--- src/rtl/vend_dispense_ctrl_pkg.sv ---
// Shared types, status codes and keypad decode helpers for the vend dispense controller.
package vend_dispense_ctrl_pkg;

  typedef enum logic [2:0] {
    StIdle     = 3'd0,
    StDebounce = 3'd1,
    StArm      = 3'd2,
    StDispense = 3'd3,
    StRelease  = 3'd4,
    StFault    = 3'd5
  } vend_state_e;

  localparam logic [1:0] StatusIdle  = 2'b00;
  localparam logic [1:0] StatusBusy  = 2'b01;
  localparam logic [1:0] StatusDone  = 2'b10;
  localparam logic [1:0] StatusFault = 2'b11;

  // True when exactly one of the three lines is active.
  function automatic logic is_onehot3(input logic [2:0] v);
    return (v == 3'b001) || (v == 3'b010) || (v == 3'b100);
  endfunction

  // Index of the active line (bit0 = index 0); only meaningful for one-hot input.
  function automatic logic [1:0] onehot_idx(input logic [2:0] v);
    logic [1:0] idx;
    case (v)
      3'b010:  idx = 2'd1;
      3'b100:  idx = 2'd2;
      default: idx = 2'd0;
    endcase
    return idx;
  endfunction

  // Selection code 1..9 = row*3 + col + 1.
  function automatic logic [3:0] key_code(input logic [2:0] col, input logic [2:0] row);
    return ({2'b00, onehot_idx(row)} * 4'd3) + {2'b00, onehot_idx(col)} + 4'd1;
  endfunction

endpackage

--- src/rtl/vend_key_debounce.sv ---
// Keypad validity check and stability counter. The pattern is snapshotted while the FSM is
// idle and counted while the FSM is debouncing.
module vend_key_debounce
  import vend_dispense_ctrl_pkg::*;
#(
  parameter int unsigned DEBOUNCE_CYC = 8,
  parameter int unsigned CNT_W        = 4
) (
  input  logic       clk_i,
  input  logic       rst_i,
  input  logic       run_i,
  input  logic [2:0] col_i,
  input  logic [2:0] row_i,
  output logic       key_valid_o,
  output logic       key_hold_o,
  output logic       key_ok_o,
  output logic [3:0] code_o
);

  logic [2:0]       col_q, col_d;
  logic [2:0]       row_q, row_d;
  logic [CNT_W-1:0] cnt_q, cnt_d;

  // Validity, match against the snapshot, and saturating stability count.
  always_comb begin
    col_d       = col_q;
    row_d       = row_q;
    cnt_d       = '0;
    key_valid_o = is_onehot3(col_i) && is_onehot3(row_i);
    key_hold_o  = key_valid_o && (col_i == col_q) && (row_i == row_q);
    if (!run_i) begin
      col_d = col_i;
      row_d = row_i;
    end else if (key_hold_o) begin
      cnt_d = (cnt_q == CNT_W'(DEBOUNCE_CYC)) ? cnt_q : cnt_q + 1'b1;
    end
    key_ok_o = run_i && key_hold_o && (cnt_d == CNT_W'(DEBOUNCE_CYC));
    code_o   = key_code(col_q, row_q);
  end

  // Snapshot and counter registers.
  always_ff @(posedge clk_i) begin
    if (rst_i) begin
      col_q <= '0;
      row_q <= '0;
      cnt_q <= '0;
    end else begin
      col_q <= col_d;
      row_q <= row_d;
      cnt_q <= cnt_d;
    end
  end

endmodule

--- src/rtl/vend_dispense_ctrl.sv ---
// One vend cycle: debounced key selection, relay drive, drop confirmation, timeout/jam fault.
module vend_dispense_ctrl
  import vend_dispense_ctrl_pkg::*;
#(
  parameter int unsigned DEBOUNCE_CYC = 8,
  parameter int unsigned SENSE_CYC    = 4,
  parameter int unsigned TIMEOUT_CYC  = 2000,
  parameter int unsigned FAULT_HOLD   = 500
) (
  input  logic       clock_in,
  input  logic       reset_in,
  input  logic [2:0] coluna_in,
  input  logic [2:0] linha_in,
  input  logic       sensor1_in,
  input  logic       sensor2_in,
  output logic       rele_out,
  output logic [3:0] sel_code_out,
  output logic [1:0] status_out,
  output logic       done_out,
  output logic       fault_out
);

  localparam int unsigned MaxA   = (DEBOUNCE_CYC > SENSE_CYC) ? DEBOUNCE_CYC : SENSE_CYC;
  localparam int unsigned MaxB   = (TIMEOUT_CYC > FAULT_HOLD) ? TIMEOUT_CYC : FAULT_HOLD;
  localparam int unsigned MaxCyc = (MaxA > MaxB) ? MaxA : MaxB;
  localparam int unsigned CntW   = $clog2(MaxCyc + 1);

  vend_state_e     state_q, state_d;
  logic [CntW-1:0] tmo_q, tmo_d;
  logic [CntW-1:0] sense_q, sense_d;
  logic [CntW-1:0] hold_q, hold_d;
  logic            rele_q, rele_d;
  logic [3:0]      sel_q, sel_d;
  logic [1:0]      status_q, status_d;
  logic            done_q, done_d;
  logic            fault_q, fault_d;

  logic            key_valid, key_hold, key_ok;
  logic [3:0]      key_code_w;
  logic            blocked, key_none;

  vend_key_debounce #(
    .DEBOUNCE_CYC(DEBOUNCE_CYC),
    .CNT_W       (CntW)
  ) u_debounce (
    .clk_i      (clock_in),
    .rst_i      (reset_in),
    .run_i      (state_q == StDebounce),
    .col_i      (coluna_in),
    .row_i      (linha_in),
    .key_valid_o(key_valid),
    .key_hold_o (key_hold),
    .key_ok_o   (key_ok),
    .code_o     (key_code_w)
  );

  assign blocked  = !sensor1_in || !sensor2_in;
  assign key_none = (coluna_in == 3'b000) && (linha_in == 3'b000);

  // Next-state, counters and registered-output values derived from the next state.
  always_comb begin
    state_d = state_q;
    tmo_d   = '0;
    sense_d = '0;
    hold_d  = '0;
    sel_d   = sel_q;
    done_d  = 1'b0;
    unique case (state_q)
      StIdle: begin
        if (key_valid) state_d = StDebounce;
      end
      StDebounce: begin
        if (!key_hold) begin
          state_d = StIdle;
        end else if (key_ok) begin
          state_d = StArm;
          sel_d   = key_code_w;
        end
      end
      StArm: begin
        state_d = blocked ? StFault : StDispense;
      end
      StDispense: begin
        tmo_d = (tmo_q == CntW'(TIMEOUT_CYC)) ? tmo_q : tmo_q + 1'b1;
        if (blocked) begin
          sense_d = (sense_q == CntW'(SENSE_CYC)) ? sense_q : sense_q + 1'b1;
        end
        // A drop seen on the same cycle as the timeout takes priority.
        if (sense_d >= CntW'(SENSE_CYC)) begin
          state_d = StRelease;
          done_d  = 1'b1;
        end else if (tmo_d >= CntW'(TIMEOUT_CYC)) begin
          state_d = StFault;
        end
      end
      StRelease: begin
        if (key_none && !blocked) begin
          state_d = StIdle;
          sel_d   = '0;
        end
      end
      StFault: begin
        hold_d = (hold_q == CntW'(FAULT_HOLD)) ? hold_q : hold_q + 1'b1;
        if ((hold_d >= CntW'(FAULT_HOLD)) && key_none) begin
          state_d = StIdle;
          sel_d   = '0;
        end
      end
      default: state_d = StIdle;
    endcase

    rele_d  = (state_d == StDispense);
    fault_d = (state_d == StFault);
    case (state_d)
      StIdle:    status_d = StatusIdle;
      StRelease: status_d = StatusDone;
      StFault:   status_d = StatusFault;
      default:   status_d = StatusBusy;
    endcase
  end

  // State, counter and output registers; reset drops the relay on the same edge.
  always_ff @(posedge clock_in) begin
    if (reset_in) begin
      state_q  <= StIdle;
      tmo_q    <= '0;
      sense_q  <= '0;
      hold_q   <= '0;
      rele_q   <= 1'b0;
      sel_q    <= '0;
      status_q <= StatusIdle;
      done_q   <= 1'b0;
      fault_q  <= 1'b0;
    end else begin
      state_q  <= state_d;
      tmo_q    <= tmo_d;
      sense_q  <= sense_d;
      hold_q   <= hold_d;
      rele_q   <= rele_d;
      sel_q    <= sel_d;
      status_q <= status_d;
      done_q   <= done_d;
      fault_q  <= fault_d;
    end
  end

  assign rele_out     = rele_q;
  assign sel_code_out = sel_q;
  assign status_out   = status_q;
  assign done_out     = done_q;
  assign fault_out    = fault_q;

endmodule

--- config.mk ---
export PLATFORM = sky130hd
export DESIGN_NAME = vend_dispense_ctrl
export DESIGN_NICKNAME = d
export VERILOG_FILES = /design/src/rtl/vend_dispense_ctrl_pkg.sv /design/src/rtl/vend_key_debounce.sv /design/src/rtl/vend_dispense_ctrl.sv
export SDC_FILE = /design/constraint.sdc
export NUM_CORES = 1
export LEC_CHECK = 0
export BUFFER_PORTS_ARGS = -buffer_cell sky130_fd_sc_hd__buf_4
export CORE_ASPECT_RATIO = 0.5
export CORE_UTILIZATION = 33
export CTS_CLUSTER_SIZE = 25
export DETAILED_ROUTE_END_ITERATION = 10
export GPL_TIMING_DRIVEN = 1
export SLEW_MARGIN = 20
export SYNTH_ARGS = -nofsm -noshare
export SYNTH_HDL_FRONTEND = slang
export SYNTH_SLANG_ARGS = --single-unit
--- constraint.sdc ---
create_clock -name clock_in -period 2.8 [get_ports clock_in]
set_clock_uncertainty 0.2 [all_clocks]
set_input_delay 0.28 -clock clock_in [delete_from_list [all_inputs] [get_ports clock_in]]
set_output_delay 0.28 -clock clock_in [all_outputs]
set_load 0.02 [all_outputs]
==> results of run 1 <==
-- power by group through the flow --
| stage | Clock (W) | Sequential [W] | Combinational (W) |
|---|---|---|---|
| finish | 0.00120 | 0.000897 | 0.0000829 |
| global route | 0.00127 | 0.000897 | 0.0000940 |
| CTS | 0.00124 | 0.000896 | 0.0000837 |
| detailed placement | 0 | 0.000916 | 0.0000820 |
| global placement | 0 | 0.000916 | 0.0000806 |
| floorplan | 0 | 0.000915 | 0.0000523 |
-- through the flow --
stage               TNS [ps]  total power (W)
floorplan                  0        0.0009676
global placement           0        0.0009961
detailed placement         0        0.0009976
CTS                        0         0.002219
global route         -0.6728         0.002265
finish                     0         0.002182
-- final cells by class --
cell class	instances	area share, %
multi-input cells	325	51.70
flip-flops and latches	62	29.31
repair buffers	34	6.075
clock buffers	10	5.633
well taps	140	4.129
clock inverters	6	2.005
inverters	13	1.150
-- path summary, 6_finish.rpt --
kind | start | end | slack [ps] | depth (start not counted)
max | hold_q[1]$_SDFF_PP0_ | sel_code_out[3]$_SDFFE_PP0P_ | 190 | 7
min | coluna_in[2] | u_debounce.col_q[2]$_SDFFE_PP0N_ | 10 | 3
max reg2reg | hold_q[1]$_SDFF_PP0_ | sel_code_out[3]$_SDFFE_PP0P_ | 190 | 7
min reg2reg | sel_code_out[1]$_SDFFE_PP0P_ | sel_code_out[1]$_SDFFE_PP0P_ | 310 | 2
-- logic make-up after synthesis --
kind of cell	Yosys count	share of synthesized area (%)
xor+xnor	42	10.34
flops	62	34.90
fa+ha+maj	13	4.785
mux	10	2.815
simple gates	188	29.06
buf+inv	33	4.504
compound gates	72	13.58
-- Yosys cell counts, types with 3 or more instances --
| cell | number |
|---|---|
| and4_1 | 5 |
| inv_1 | 13 |
| ha_1 | 12 |
| a211oi_1 | 3 |
| nor3b_1 | 3 |
| or3_1 | 5 |
| a31oi_1 | 3 |
| clkbuf_1 | 13 |
| nand4_1 | 14 |
| dfxtp_1 | 62 |
| o31ai_1 | 4 |
| nand3_1 | 24 |
| xor2_1 | 20 |
| nand2b_1 | 4 |
| a21oi_1 | 24 |
| mux2i_1 | 10 |
| nor2_1 | 60 |
| nor2b_1 | 7 |
| nor4_1 | 4 |
| o21ai_0 | 11 |
| nand4b_1 | 6 |
| nand2_1 | 18 |
| nor3_1 | 14 |
| xnor2_1 | 22 |
| and3_1 | 4 |
| o21a_1 | 3 |
-- routing by layer --
metal  up-vias  global-route usage [%]  wire length [um]
met2        63                   21.70              3146
met5         -                       0                 0
met3         9                   4.431               336
met4         0                   5.215                94
li1       1556                       -                 -
met1      1379                   19.39              3779
-- timing repair --
action,in CTS,in global routing
buffers inserted,0,0
setup endpoints to repair,0,6
resized for setup,0,8
hold endpoints to repair,7,0
hold buffers,1,0
-- worst min-delay path: stages --
cell,delay [ps]
buf_4,100
mux2i_1,60
nor2_1,70
-- sequential cells by signal (all words and copies together), names as in the netlist --
| name | flops |
|---|---|
| fault_out | 1 |
| sense_q | 11 |
| u_debounce.col_q | 3 |
| tmo_q | 11 |
| status_out | 2 |
| u_debounce.row_q | 3 |
| hold_q | 11 |
| sel_code_out | 4 |
| rele_out | 1 |
| u_debounce.cnt_q | 11 |
| state_q | 3 |
| done_out | 1 |
==> flow_metrics.tcl, run 1 <==
set metrics [dict create \
    multi_input_area_um2 2193 \
    dpl.hpwl_um 5262 \
    grt_pass1_vias 2680 \
    cp.required_ps 2830 \
    synth_top_area_share_pct 34.90 \
    yosysWarnings 0 \
    clk_pin_slew_ps 60 \
    synth-edff-count 0 \
    grt_usage_pct 14.35 \
    ys.flop_type "dfxtp_1" \
    drt_wl_total_um 7356 \
    ys_types 68 \
    cts_tree "yes" \
    diodes 0 \
    mostFrequentLayoutCells "nor2_1, dfxtp_1, buf_4, nand3_1, a21oi_1" \
    synth.net_count 443 \
    finalMaxSlewViolations 0 \
    crit_fanout 8 \
    fin_ws_ps 192.5 \
    setup_violations 0 \
    clk-insertion-delay-late_ps 330 \
    area_growth_pct 19.32 \
    cts_inserted_buffers 9 \
    post_dp_cell_area_um2 3874 \
    hold_slack_ps 13.79 \
    ys_ff_latch 62 \
    root_buffer "clkbuf_16" \
    period_minus_slack_ps 2607 \
    die-width_um 148.8 \
    slew_headroom_pct 55.58 \
    end_kind "flip-flop" \
    pwr-share-comb_pct 3.8 \
    worstPathCellList "ha_2 > nand4b_1 > a211oi_1 > a31oi_1 > o31a_4 > or3_4 > o41ai_1" \
    drcViolationCount 0 \
    crit_type "reg2reg" \
    clock.fmax_mhz 383.5 \
    dp.cells 573 \
    die_h_um 75.40 \
    ir_drop_v 0.0002384 \
    grt-ovfl-total 0 \
    seqPwrFrac_pct 41.1 \
    finalNetCount 468 \
    fin_crit_sh_pct 93.12 \
    cp-start-kind "flip-flop" \
    worstMarginPinSlew_ps 660.3 \
    p_switching_w 0.0004520 \
    grt_pass1_wl_um 12680 \
    fillerInstances 1037 \
    viasPerCell 5.097 \
    yosys-top-cells-area "dfxtp_1, nor2_1, xnor2_1, xor2_1, ha_1" \
    initial_core_util_pct 34.37 \
    maxCapViolations 0 \
    worstHoldPathType "in2reg" \
    globalplace.congestion 0.7966 \
    antenna_found_initial 0 \
    ys_seq_area_share_pct 34.90 \
    grt_max_degree 16 \
    power.internal_w 0.001730 \
    clockBufferDepth 2 \
    post_drt_wl_per_cell_um 12.47 \
    syn_area_um2 3556 \
    regArea_um2 1244 \
    synth_top_area_cell "dfxtp_1" \
    synth_area_per_cell_um2 8.466 \
    drt_iter0_drc 149 \
    io_pins 19 \
    crit_buf_inv 0 \
    final_area_um2 4243 \
    hold_viol_final 0 \
    crit_family "compound AO/OA/AOI/OAI gates" \
    fp-row-count 26 \
    htree_num_levels 3 \
    cp.arrival_ps 2640 \
    core_area_um2 10340 \
    port_buffers 18 \
    dieArea_um2 11220 \
    tritoncts_num_sinks 62 \
    drive_above_1_share_pct 16.89 \
    stdcell_count 590 \
    ant_nets 0 \
    firstDrtPassIters 4 \
    num_vias 3007 \
    outcome "finished clean" \
    power.leakage_nw 1.467 \
    syn_inst 420 \
    p_per_area_nw_per_um2 514.3 \
    clock_power_share_pct 55.1 \
    postLayoutCoreUtil_pct 41.01 \
    switching_share_pct 20.71 \
    dp_slack_ps 104.8 \
    crit_slowest_cell "dfxtp_1" \
    cp_slowest_stage_delay_ps 450 \
    async_flop_share_pct 0 \
]
(Power assumes the default switching activity.)
==> inputs of run 2 (changes only) <==
==> constraint.sdc (replaced) <==
create_clock -name clock_in -period 2.7 [get_ports clock_in]
set_clock_uncertainty 0.2 [all_clocks]
set_input_delay 0.27 -clock clock_in [delete_from_list [all_inputs] [get_ports clock_in]]
set_output_delay 0.27 -clock clock_in [all_outputs]
set_load 0.02 [all_outputs]
==> run 2 against run 1 <==
Routed wire length rose by 4.9%. Count of clock-buffer cells in the layout rose by 2. Core utilization rose by 0.85 points. First-iteration DRC count fell by 30%. Final cell count rose by 1.9%. Sequential share of layout area fell by 0.56 points. Critical path type unchanged. Largest cell class unchanged. Largest power group unchanged.
==> flow_metrics.tcl, run 2 (synthesis results as in run 1) <==
set metrics [dict create \
    outcome "finished clean" \
    worstHoldPathType "in2reg" \
    finalNetCount 479 \
    initial_core_util_pct 34.37 \
    pwr-share-comb_pct 3.9 \
    antenna_found_initial 0 \
    ir_drop_v 0.0003696 \
    min-delay-start "coluna_in[2]" \
    crit_slowest_cell "or3_4" \
    finalMaxSlewViolations 0 \
    cp-start-kind "flip-flop" \
    worstPathCellList "inv_1 > ha_1 > nand4b_1 > nor4_4 > nor2b_2 > and3_4 > o31a_4 > or3_4 > o41ai_1" \
    setup_violations 0 \
    min_path_cells 3 \
    seqPwrFrac_pct 41.3 \
    clk_pin_slew_ps 50 \
    cts_inserted_buffers 9 \
    power.total_w 0.002255 \
    tritoncts_num_sinks 62 \
    clk-insertion-delay-late_ps 330 \
    worstMarginPinSlew_ps 722.1 \
    power.leakage_nw 1.530 \
    port_buffers 18 \
    die_h_um 75.40 \
    r2r_cells 9 \
    ant_nets 0 \
    drive_above_1_share_pct 18.87 \
    p_switching_w 0.0004580 \
    crit_fanout 8 \
    core_area_um2 10340 \
    htree_num_levels 3 \
    grt_pass1_wl_um 13300 \
    cp.arrival_ps 2570 \
    grt-ovfl-total 0 \
    fillerInstances 1035 \
    fp-row-count 26 \
    mostFrequentLayoutCell "nor2_1" \
    hold_viol_final 0 \
    die-width_um 148.8 \
    drt_wl_total_um 7720 \
    grt_usage_pct 14.94 \
    diodes 0 \
    r2r_setup_slack_ps 160 \
    slew_headroom_pct 51.42 \
    viasPerCell 4.998 \
    maxCapViolations 0 \
    mostFrequentLayoutCells "nor2_1, dfxtp_1, buf_4, nand3_1, a21oi_1" \
    cp.required_ps 2730 \
    grt_max_degree 16 \
    area_growth_pct 21.78 \
    globalplace.congestion 0.8431 \
    cts_tree "yes" \
    period_minus_slack_ps 2541 \
    clock_power_share_pct 54.8 \
    multi_input_area_um2 2202 \
    fin_crit_sh_pct 94.11 \
    cp_slowest_stage_delay_ps 400 \
    drcViolationCount 0 \
    worstReg2RegStart "hold_q[0]$_SDFF_PP0_" \
    dieArea_um2 11220 \
    clock.fmax_mhz 393.6 \
    power.internal_w 0.001797 \
    grt_pass1_vias 2854 \
    root_buffer "clkbuf_16" \
    p_per_area_nw_per_um2 520.6 \
    end_kind "flip-flop" \
    switching_share_pct 20.31 \
    r2r_end "sel_code_out[3]$_SDFFE_PP0P_" \
    dpl.hpwl_um 5532 \
    drt_iter0_drc 105 \
    io_pins 19 \
    regArea_um2 1245 \
    crit_type "reg2reg" \
    num_vias 3004 \
    clockBufferDepth 2 \
    post_drt_wl_per_cell_um 12.85 \
    fin_setup_tns_ps 0 \
    holdPathEnd "u_debounce.col_q[2]$_SDFFE_PP0N_" \
    firstDrtPassIters 4 \
]
## run 2: worst max-delay path: cells and delay by family (launching register included)
kind                     cells  cell delay, ps
AO/OA/AOI/OAI                2             590
AND/OR/NAND/NOR              5            1050
flip-flops                   1             340
buffers and inverters        1              90
adder cells (fa/ha/maj)      1             160
## run 2: layout make-up
type	count	area share (%)
repair buffers	45	7.917
flip-flops and latches	62	28.75
inverters	13	1.127
clock inverters	4	1.618
multi-input cells	325	50.85
clock buffers	12	5.692
well taps	140	4.045
## run 2: what timing repair did
action,in CTS,in global routing
endpoints found under the setup margin,0,4
resized for setup,0,10
hold buffers,2,0
setup buffers,0,1
endpoints found under the hold margin,5,0
## run 2: worst max-delay path by stage
stage | startpoint | end | cells past startpoint
final | hold_q[0]$_SDFF_PP0_ | sel_code_out[3]$_SDFFE_PP0P_ | 9
after global routing | tmo_q[0]$_SDFF_PP0_ | fault_out$_SDFF_PP0_ | 8
after detailed placement | hold_q[1]$_SDFF_PP0_ | sel_code_out[2]$_SDFFE_PP0P_ | 7
after global placement | hold_q[0]$_SDFF_PP0_ | sel_code_out[3]$_SDFFE_PP0P_ | 7
after CTS | hold_q[1]$_SDFF_PP0_ | sel_code_out[2]$_SDFFE_PP0P_ | 7
after floorplan | u_debounce.cnt_q[0]$_SDFF_PP0_ | sel_code_out[2]$_SDFFE_PP0P_ | 10
## run 2: per-layer routing
layer	part of all wire [%]	GRT usage (%)	vias up
met3	2.5	4.132	6
met4	1.2	4.762	0
met2	44	24.87	31
li1	-	-	1564
met1	52	19.11	1403
met5	0	0	-
## run 2: power by group through the flow
stage          Sequential (W)  Combinational, W  Clock (W)
2_1_floorplan        0.000949         0.0000542          0
3_3_place_gp         0.000949         0.0000841          0
3_5_place_dp         0.000949         0.0000850          0
4_1_cts              0.000930         0.0000884    0.00126
5_1_grt              0.000931          0.000100    0.00129
6_report             0.000930         0.0000890    0.00124
## run 2: per-stage QoR
step                      instance area, um2  setup WS [ps]  instances  hold slack (ps)  util [%]
final                                   4330          159.1        601            13.96     41.86
after global routing                    4330         -39.90        601            24.81     41.86
after CTS                               4292          46.16        600            1.746     41.49
after detailed placement                3955          26.48        582            273.0     38.23
after global placement                  3955          105.8        582            280.0     38.23
after floorplan                         3576          26.03        420            213.9         -
